[config.mk]
export PLATFORM = sky130hd
export DESIGN_NAME = nn_infer_ctrl
export DESIGN_NICKNAME = d
export VERILOG_FILES = /design/src/rtl/nn_infer_ctrl.sv
export SDC_FILE = /design/constraint.sdc
export NUM_CORES = 2
export LEC_CHECK = 0
export ABC_CLOCK_PERIOD_IN_PS = 13560
export BUFFER_PORTS_ARGS = -buffer_cell sky130_fd_sc_hd__buf_4
export CORE_MARGIN = 5
export CORE_UTILIZATION = 55
export DETAILED_ROUTE_END_ITERATION = 6
export PLACE_DENSITY = 0.8
export SYNTH_ARGS = -nofsm -noshare
export SYNTH_HDL_FRONTEND = slang
export SYNTH_SLANG_ARGS = --single-unit
[constraint.sdc]
create_clock -name clk -period 13.56 [get_ports clk]
set_clock_uncertainty 0.05 [all_clocks]
set_input_delay 2.712 -clock clk [delete_from_list [all_inputs] [get_ports clk]]
set_output_delay 2.712 -clock clk [all_outputs]
set_load 0.02 [all_outputs]
[src/rtl/nn_infer_ctrl.sv]
// -----------------------------------------------------------------------------
// nn_infer_ctrl
//
// Sequential inference engine for a tiny 6-7-3 fully connected network that
// picks one of three moves from six binary sensor inputs. One weight is read
// and accumulated per clock cycle. The hidden layer uses a saturating ReLU and
// the output layer is followed by an argmax.
//
// Timing: the vector is accepted on edge T. Hidden nodes take 49 cycles,
// output nodes take 24 cycles and the argmax takes 1 cycle. out_valid
// therefore rises after edge T+74.
//
// Ports
//   clk        rising-edge clock
//   rst_n      asynchronous active-low reset
//   in_valid   input vector offered (accepted only while in_ready=1)
//   in_vec     6 binary sensor inputs, bit0 = input 1
//   in_ready   high only in IDLE
//   out_valid  move result held until out_ready
//   out_ready  consumer takes the result
//   move       result 0, 1 or 2
//   busy       inference in progress (HID, OUT, ARG)
//   wr_en      weight write strobe
//   wr_addr    weight address 0..72 (higher addresses are ignored)
//   wr_data    signed 12-bit weight
//   wr_drop    one-cycle pulse after a write that was rejected
//
// Weight map
//   hidden n (0..6): n*7+0..5 are input weights, n*7+6 is the bias
//   output m (0..2): 49+m*8+0..6 are hidden weights, 49+m*8+7 is the bias
//
// Optional build macro NN_PROBE_EN adds these outputs:
//   hid_lvl[27:0]  min(h[n]/60, 12) per hidden node, 4 bits each
//   out_lvl[11:0]  min(score[m]/240, 12) per output node, 4 bits each
// Both are captured when out_valid rises.
// -----------------------------------------------------------------------------
module nn_infer_ctrl (
   input  logic               clk,
   input  logic               rst_n,
   input  logic               in_valid,
   input  logic [5:0]         in_vec,
   output logic               in_ready,
   output logic               out_valid,
   input  logic               out_ready,
   output logic [1:0]         move,
   output logic               busy,
   input  logic               wr_en,
   input  logic [6:0]         wr_addr,
   input  logic signed [11:0] wr_data,
   output logic               wr_drop
`ifdef NN_PROBE_EN
   ,
   output logic [27:0]        hid_lvl,
   output logic [11:0]        out_lvl
`endif
);

   localparam int COEF_W  = 12;
   localparam int N_WORDS = 73;

   typedef enum logic [2:0] {IDLE, HID, OUT, ARG, DONE} state_t;

   state_t                    state;
   logic [5:0]                vec;
   logic [2:0]                node;
   logic [2:0]                step;
   logic signed [15:0]        hacc;
   logic signed [27:0]        oacc;
   logic [11:0]               h     [7];
   logic [25:0]               score [3];
   logic signed [COEF_W-1:0]  wram  [N_WORDS];

   logic [6:0]                rd_addr;
   logic signed [COEF_W-1:0]  weight;
   logic signed [15:0]        hterm;
   logic signed [15:0]        hsum;
   logic signed [12:0]        hval;
   logic signed [24:0]        prod;
   logic signed [27:0]        oterm;
   logic signed [27:0]        osum;
   logic                      accept;
   logic                      addr_ok;
   logic                      wr_ok;
   logic                      drop_nxt;

   function automatic logic [11:0] relu_sat(input logic signed [15:0] x);
      if (x < 16'sd0)
         return 12'd0;
      else if (x > 16'sd4095)
         return 12'd4095;
      else
         return x[11:0];
   endfunction

   function automatic logic [25:0] clamp_score(input logic signed [27:0] x);
      return (x < 28'sd0) ? 26'd0 : x[25:0];
   endfunction

   // Strict comparisons: ties fall through to the higher index.
   function automatic logic [1:0] arg_move(input logic [25:0] s0,
                                           input logic [25:0] s1,
                                           input logic [25:0] s2);
      if (s0 > s1)
         return (s0 > s2) ? 2'd0 : 2'd2;
      else
         return (s1 > s2) ? 2'd1 : 2'd2;
   endfunction

`ifdef NN_PROBE_EN
   // The divisor is constant and the result is capped at 12, so a
   // threshold ladder replaces a real divider.
   function automatic logic [3:0] lvl_div(input logic [25:0] x,
                                          input logic [25:0] d);
      logic [3:0]  l;
      logic [29:0] thr;
      l   = 4'd0;
      thr = {4'd0, d};
      for (int k = 1; k <= 12; k++) begin
         if ({4'd0, x} >= thr)
            l = l + 4'd1;
         thr = thr + {4'd0, d};
      end
      return l;
   endfunction
`endif

   // Weight address for the current step. node and step are zero
   // outside HID/OUT, so the address stays in range.
   always_comb begin
      rd_addr = 7'd0;
      if (state == OUT)
         rd_addr = 7'd49 + {1'b0, node, 3'b000} + {4'd0, step};
      else
         rd_addr = ({4'd0, node} * 7'd7) + {4'd0, step};
   end

   assign weight = wram[rd_addr];

   // Hidden step: steps 0..5 add a weight gated by the input bit, step 6 adds the bias.
   assign hterm = ((step == 3'd6) || vec[step]) ? {{4{weight[11]}}, weight} : 16'sd0;
   assign hsum  = hacc + hterm;

   // Output step: h is unsigned, so a zero bit is prepended before the signed multiply.
   assign hval  = {1'b0, h[step]};
   assign prod  = hval * weight;
   assign oterm = (step == 3'd7) ? {{16{weight[11]}}, weight} : {{3{prod[24]}}, prod};
   assign osum  = oacc + oterm;

   assign accept   = (state == IDLE) && in_valid;
   assign addr_ok  = (wr_addr < 7'd73);
   assign wr_ok    = wr_en && !busy && !accept && addr_ok;
   assign drop_nxt = wr_en && (busy || (accept && addr_ok));

   // Weight RAM is not reset, so its contents survive rst_n.
   always_ff @(posedge clk) begin
      if (wr_ok)
         wram[wr_addr] <= wr_data;
   end

   always_ff @(posedge clk or negedge rst_n) begin
      if (!rst_n) begin
         state     <= IDLE;
         in_ready  <= 1'b1;
         busy      <= 1'b0;
         out_valid <= 1'b0;
         move      <= 2'd0;
         wr_drop   <= 1'b0;
         vec       <= 6'd0;
         node      <= 3'd0;
         step      <= 3'd0;
         hacc      <= 16'sd0;
         oacc      <= 28'sd0;
         for (int i = 0; i < 7; i++) h[i] <= 12'd0;
         for (int i = 0; i < 3; i++) score[i] <= 26'd0;
`ifdef NN_PROBE_EN
         hid_lvl   <= 28'd0;
         out_lvl   <= 12'd0;
`endif
      end else begin
         wr_drop <= drop_nxt;
         case (state)
            IDLE: begin
               if (in_valid) begin
                  vec      <= in_vec;
                  hacc     <= 16'sd0;
                  oacc     <= 28'sd0;
                  node     <= 3'd0;
                  step     <= 3'd0;
                  in_ready <= 1'b0;
                  busy     <= 1'b1;
                  state    <= HID;
               end
            end
            HID: begin
               if (step == 3'd6) begin
                  h[node] <= relu_sat(hsum);
                  hacc    <= 16'sd0;
                  step    <= 3'd0;
                  if (node == 3'd6) begin
                     node  <= 3'd0;
                     state <= OUT;
                  end else begin
                     node <= node + 3'd1;
                  end
               end else begin
                  hacc <= hsum;
                  step <= step + 3'd1;
               end
            end
            OUT: begin
               if (step == 3'd7) begin
                  score[node[1:0]] <= clamp_score(osum);
                  oacc             <= 28'sd0;
                  step             <= 3'd0;
                  if (node == 3'd2) begin
                     node  <= 3'd0;
                     state <= ARG;
                  end else begin
                     node <= node + 3'd1;
                  end
               end else begin
                  oacc <= osum;
                  step <= step + 3'd1;
               end
            end
            ARG: begin
               move      <= arg_move(score[0], score[1], score[2]);
               out_valid <= 1'b1;
               busy      <= 1'b0;
               state     <= DONE;
`ifdef NN_PROBE_EN
               for (int n = 0; n < 7; n++)
                  hid_lvl[4*n +: 4] <= lvl_div({14'd0, h[n]}, 26'd60);
               for (int m = 0; m < 3; m++)
                  out_lvl[4*m +: 4] <= lvl_div(score[m], 26'd240);
`endif
            end
            DONE: begin
               if (out_ready) begin
                  out_valid <= 1'b0;
                  in_ready  <= 1'b1;
                  state     <= IDLE;
               end
            end
            default: begin
               state     <= IDLE;
               in_ready  <= 1'b1;
               busy      <= 1'b0;
               out_valid <= 1'b0;
            end
         endcase
      end
   end

endmodule

==> results_dict.tcl <==
set metrics [dict create \
    status "finished, final reports clean" \
    finalCritPeriodShare_pct 96.5 \
    dieArea_sq_um 106000 \
    syn-num-nets 5137 \
    slowest_stage "o21ai_4" \
    crit_family "compound AO/OA/AOI/OAI gates" \
    fillers 7363 \
    rows 115 \
    drc 0 \
    drive_above_1_share_pct 10.0 \
    hp-class "flip-flop to flip-flop" \
    ys_warn_count 0 \
    hold_viol 0 \
    path_clk_slew_ns 0.07 \
    cts_htree_levels 3 \
    cp_max_fo 79 \
    cp_slowest_stage_delay_ns 0.93 \
    ant_nets 0 \
    drt-total-wl_um 142000 \
    dieWidth_um 326 \
    syn_to_final_growth_pct 8.86 \
    cp.required_ns 14.05 \
    ys_ff_latch 1103 \
    insertion_delay_ns 0.72 \
    fin_setup_tns_ns 0 \
    setup_viol 0 \
    grt_max_degree 111 \
    ys_seq_area_share_pct 58.4 \
    grt.overflow.total 0 \
    period_needed_ns 13.09 \
    grt_pass1_vias 37968 \
    maxSlewHeadroom_pct 13.2 \
    dr.pass1.iters 6 \
    fmax_mhz 76.4 \
    rsz0062_at_grt "no" \
    cts-resized-gates 0 \
    crit_buf_inv 6 \
    yosysUniqueCellTypes 81 \
    cts_made_buffers 105 \
    hpwl_um 86700 \
    chipHeight_um 326 \
    numPortBuffers 35 \
    arrival_ns 13.58 \
    post_drt_wl_per_cell_um 23.2 \
    gp_congestion 0.898 \
    drv_slew 0 \
    cts_buffer_depth 3 \
    num_vias 38688 \
    core_area_sq_um 98600 \
    grt_usage_pct 25.9 \
    cp-start-kind "flip-flop" \
    synth_cells 4784 \
    end_kind "flip-flop" \
    crit_type "flip-flop to flip-flop" \
    cts.sink_count 1103 \
    start_util_pct 55.6 \
    via_per_inst 6.33 \
    num-nets-final 5091 \
    avgSynthCellArea_sq_um 11.4 \
    syn_area_sq_um 54800 \
    antenna_found_initial 2 \
    grt_pass1_wl_um 217000 \
    pin_count 36 \
    yosys_most_used_dff "edfxtp_1" \
    synth-async-reset-ratio_pct 20.6 \
    max_cap_viol_count 0 \
    synth_edf_count 876 \
    cts_root_buf "clkbuf_16" \
    cts_tree "built" \
    first_iter_violations 5057 \
    worstMarginPinSlew_ns 1.30 \
]
-- registers in the layout, summed over array words and instances (netlist names) --
signal,cells
busy,1
h,84
hacc,16
in_ready,1
move,2
node,3
oacc,28
out_valid,1
score,78
state,3
step,3
vec,6
wr_drop,1
wram,876
-- final cells by class --
class	instances	area, sq um	share of cell area (%)
multi-input cells	3147	20500	34.4
diodes	2	5.00	0.00840
flip-flops and latches	1103	32000	53.7
clock buffers	132	2800	4.70
well taps	1287	1610	2.70
clock inverters	59	576	0.966
inverters	242	911	1.53
repair buffers	139	1210	2.04
-- metrics by stage --
step                hold WS (ns)  utilization, %  cells  area, sq um  setup slack (ns)
floorplan                  0.393               -   4784        54800              2.34
global placement           0.404            57.0   5914        56200              1.15
detailed placement         0.410            57.0   5914        56200             0.791
CTS                        0.425            60.4   6105        59600             0.698
global route               0.445            60.5   6109        59600           0.00968
finish                     0.422            60.5   6111        59600             0.468
-- routing by layer --
metal / global-route usage (%) / vias up / share of wire, %
met5: 0 / - / 0
met4: 10.0 / 0 / 3.9
met3: 5.04 / 360 / 11
met2: 41.9 / 2282 / 47
met1: 35.0 / 18974 / 38
li1: - / 17072 / -
-- worst paths after layout --
path / start / to / cells after the start / slack, ns
setup / recovery: node[0] / score[30] / 44 / 0.47
hold / removal: h[2] / h[2] / 2 / 0.42
setup reg to reg: node[0] / score[30] / 44 / 0.47
hold reg to reg: h[2] / h[2] / 2 / 0.42
max in group asynchronous: rst_n / h[42] / 3 / 9.29
min in group asynchronous: rst_n / score[69] / 1 / 2.02
-- tightest hold or removal path, stage by stage (launching register included) --
cell and delay (ns):
dfrtp_1 0.34, nand2_1 0.05, o31ai_1 0.05
-- layout by cell type (no fill, tap or decap), types with 56 or more instances in the layout --
cell type	netlist	final
inv_1	240	240
buf_4	32	125
nand2_1	1038	1038
dfrtp_1	226	226
a311oi_1	122	122
nor2_1	188	183
mux2i_1	57	56
fa_1	107	107
o31ai_1	70	70
or2_2	82	82
o21ai_0	86	77
a21oi_1	124	123
nand3_1	453	453
edfxtp_1	876	876
ha_1	216	216
clkbuf_16	0	106
-- what timing repair did --
action / CTS / global route
buffers inserted: 0 / 1
hold buffers: 0 / 0
endpoints found under the setup margin: 0 / 79
hold endpoints to repair: 0 / 0
-- logic make-up (layout without fill, tap and decap cells) --
| group | count (synthesis) | count (layout) | synth area share, % |
|---|---|---|---|
| simple gates | 1925 | 1925 | 15.4 |
| buf+inv | 536 | 572 | 4.33 |
| mux | 127 | 127 | 2.82 |
| compound gates | 707 | 709 | 9.17 |
| other cells | 0 | 2 | 0 |
| flops | 1103 | 1103 | 58.4 |
| xor+xnor | 63 | 63 | 1.01 |
| fa+ha+maj | 323 | 323 | 8.85 |
-- cell usage after synthesis, types with 32 or more instances --
cell type / count / area share [%]
nand3_1: 453 / 4.1
buf_4: 32 / 0.44
fa_1: 107 / 3.9
clkbuf_1: 148 / 1.0
mux2i_1: 57 / 1.0
o31ai_1: 70 / 0.96
a311oi_1: 122 / 2.0
o22ai_1: 50 / 0.57
mux2_2: 53 / 1.1
inv_1: 240 / 1.6
nand2_1: 1038 / 7.1
and3_1: 54 / 0.62
a21o_1: 55 / 0.75
dfrtp_1: 226 / 10
xnor2_1: 44 / 0.70
or2_2: 82 / 0.94
a22o_1: 38 / 0.61
ha_1: 216 / 4.9
nor2_1: 188 / 1.3
edfxtp_1: 876 / 48
a21oi_1: 124 / 1.1
o21ai_0: 86 / 0.79
buf_2: 65 / 0.59
Power is left out: the tool's default activity adds up to more than one toggle a clock period on the data nets, which glitch-free logic cannot reach.
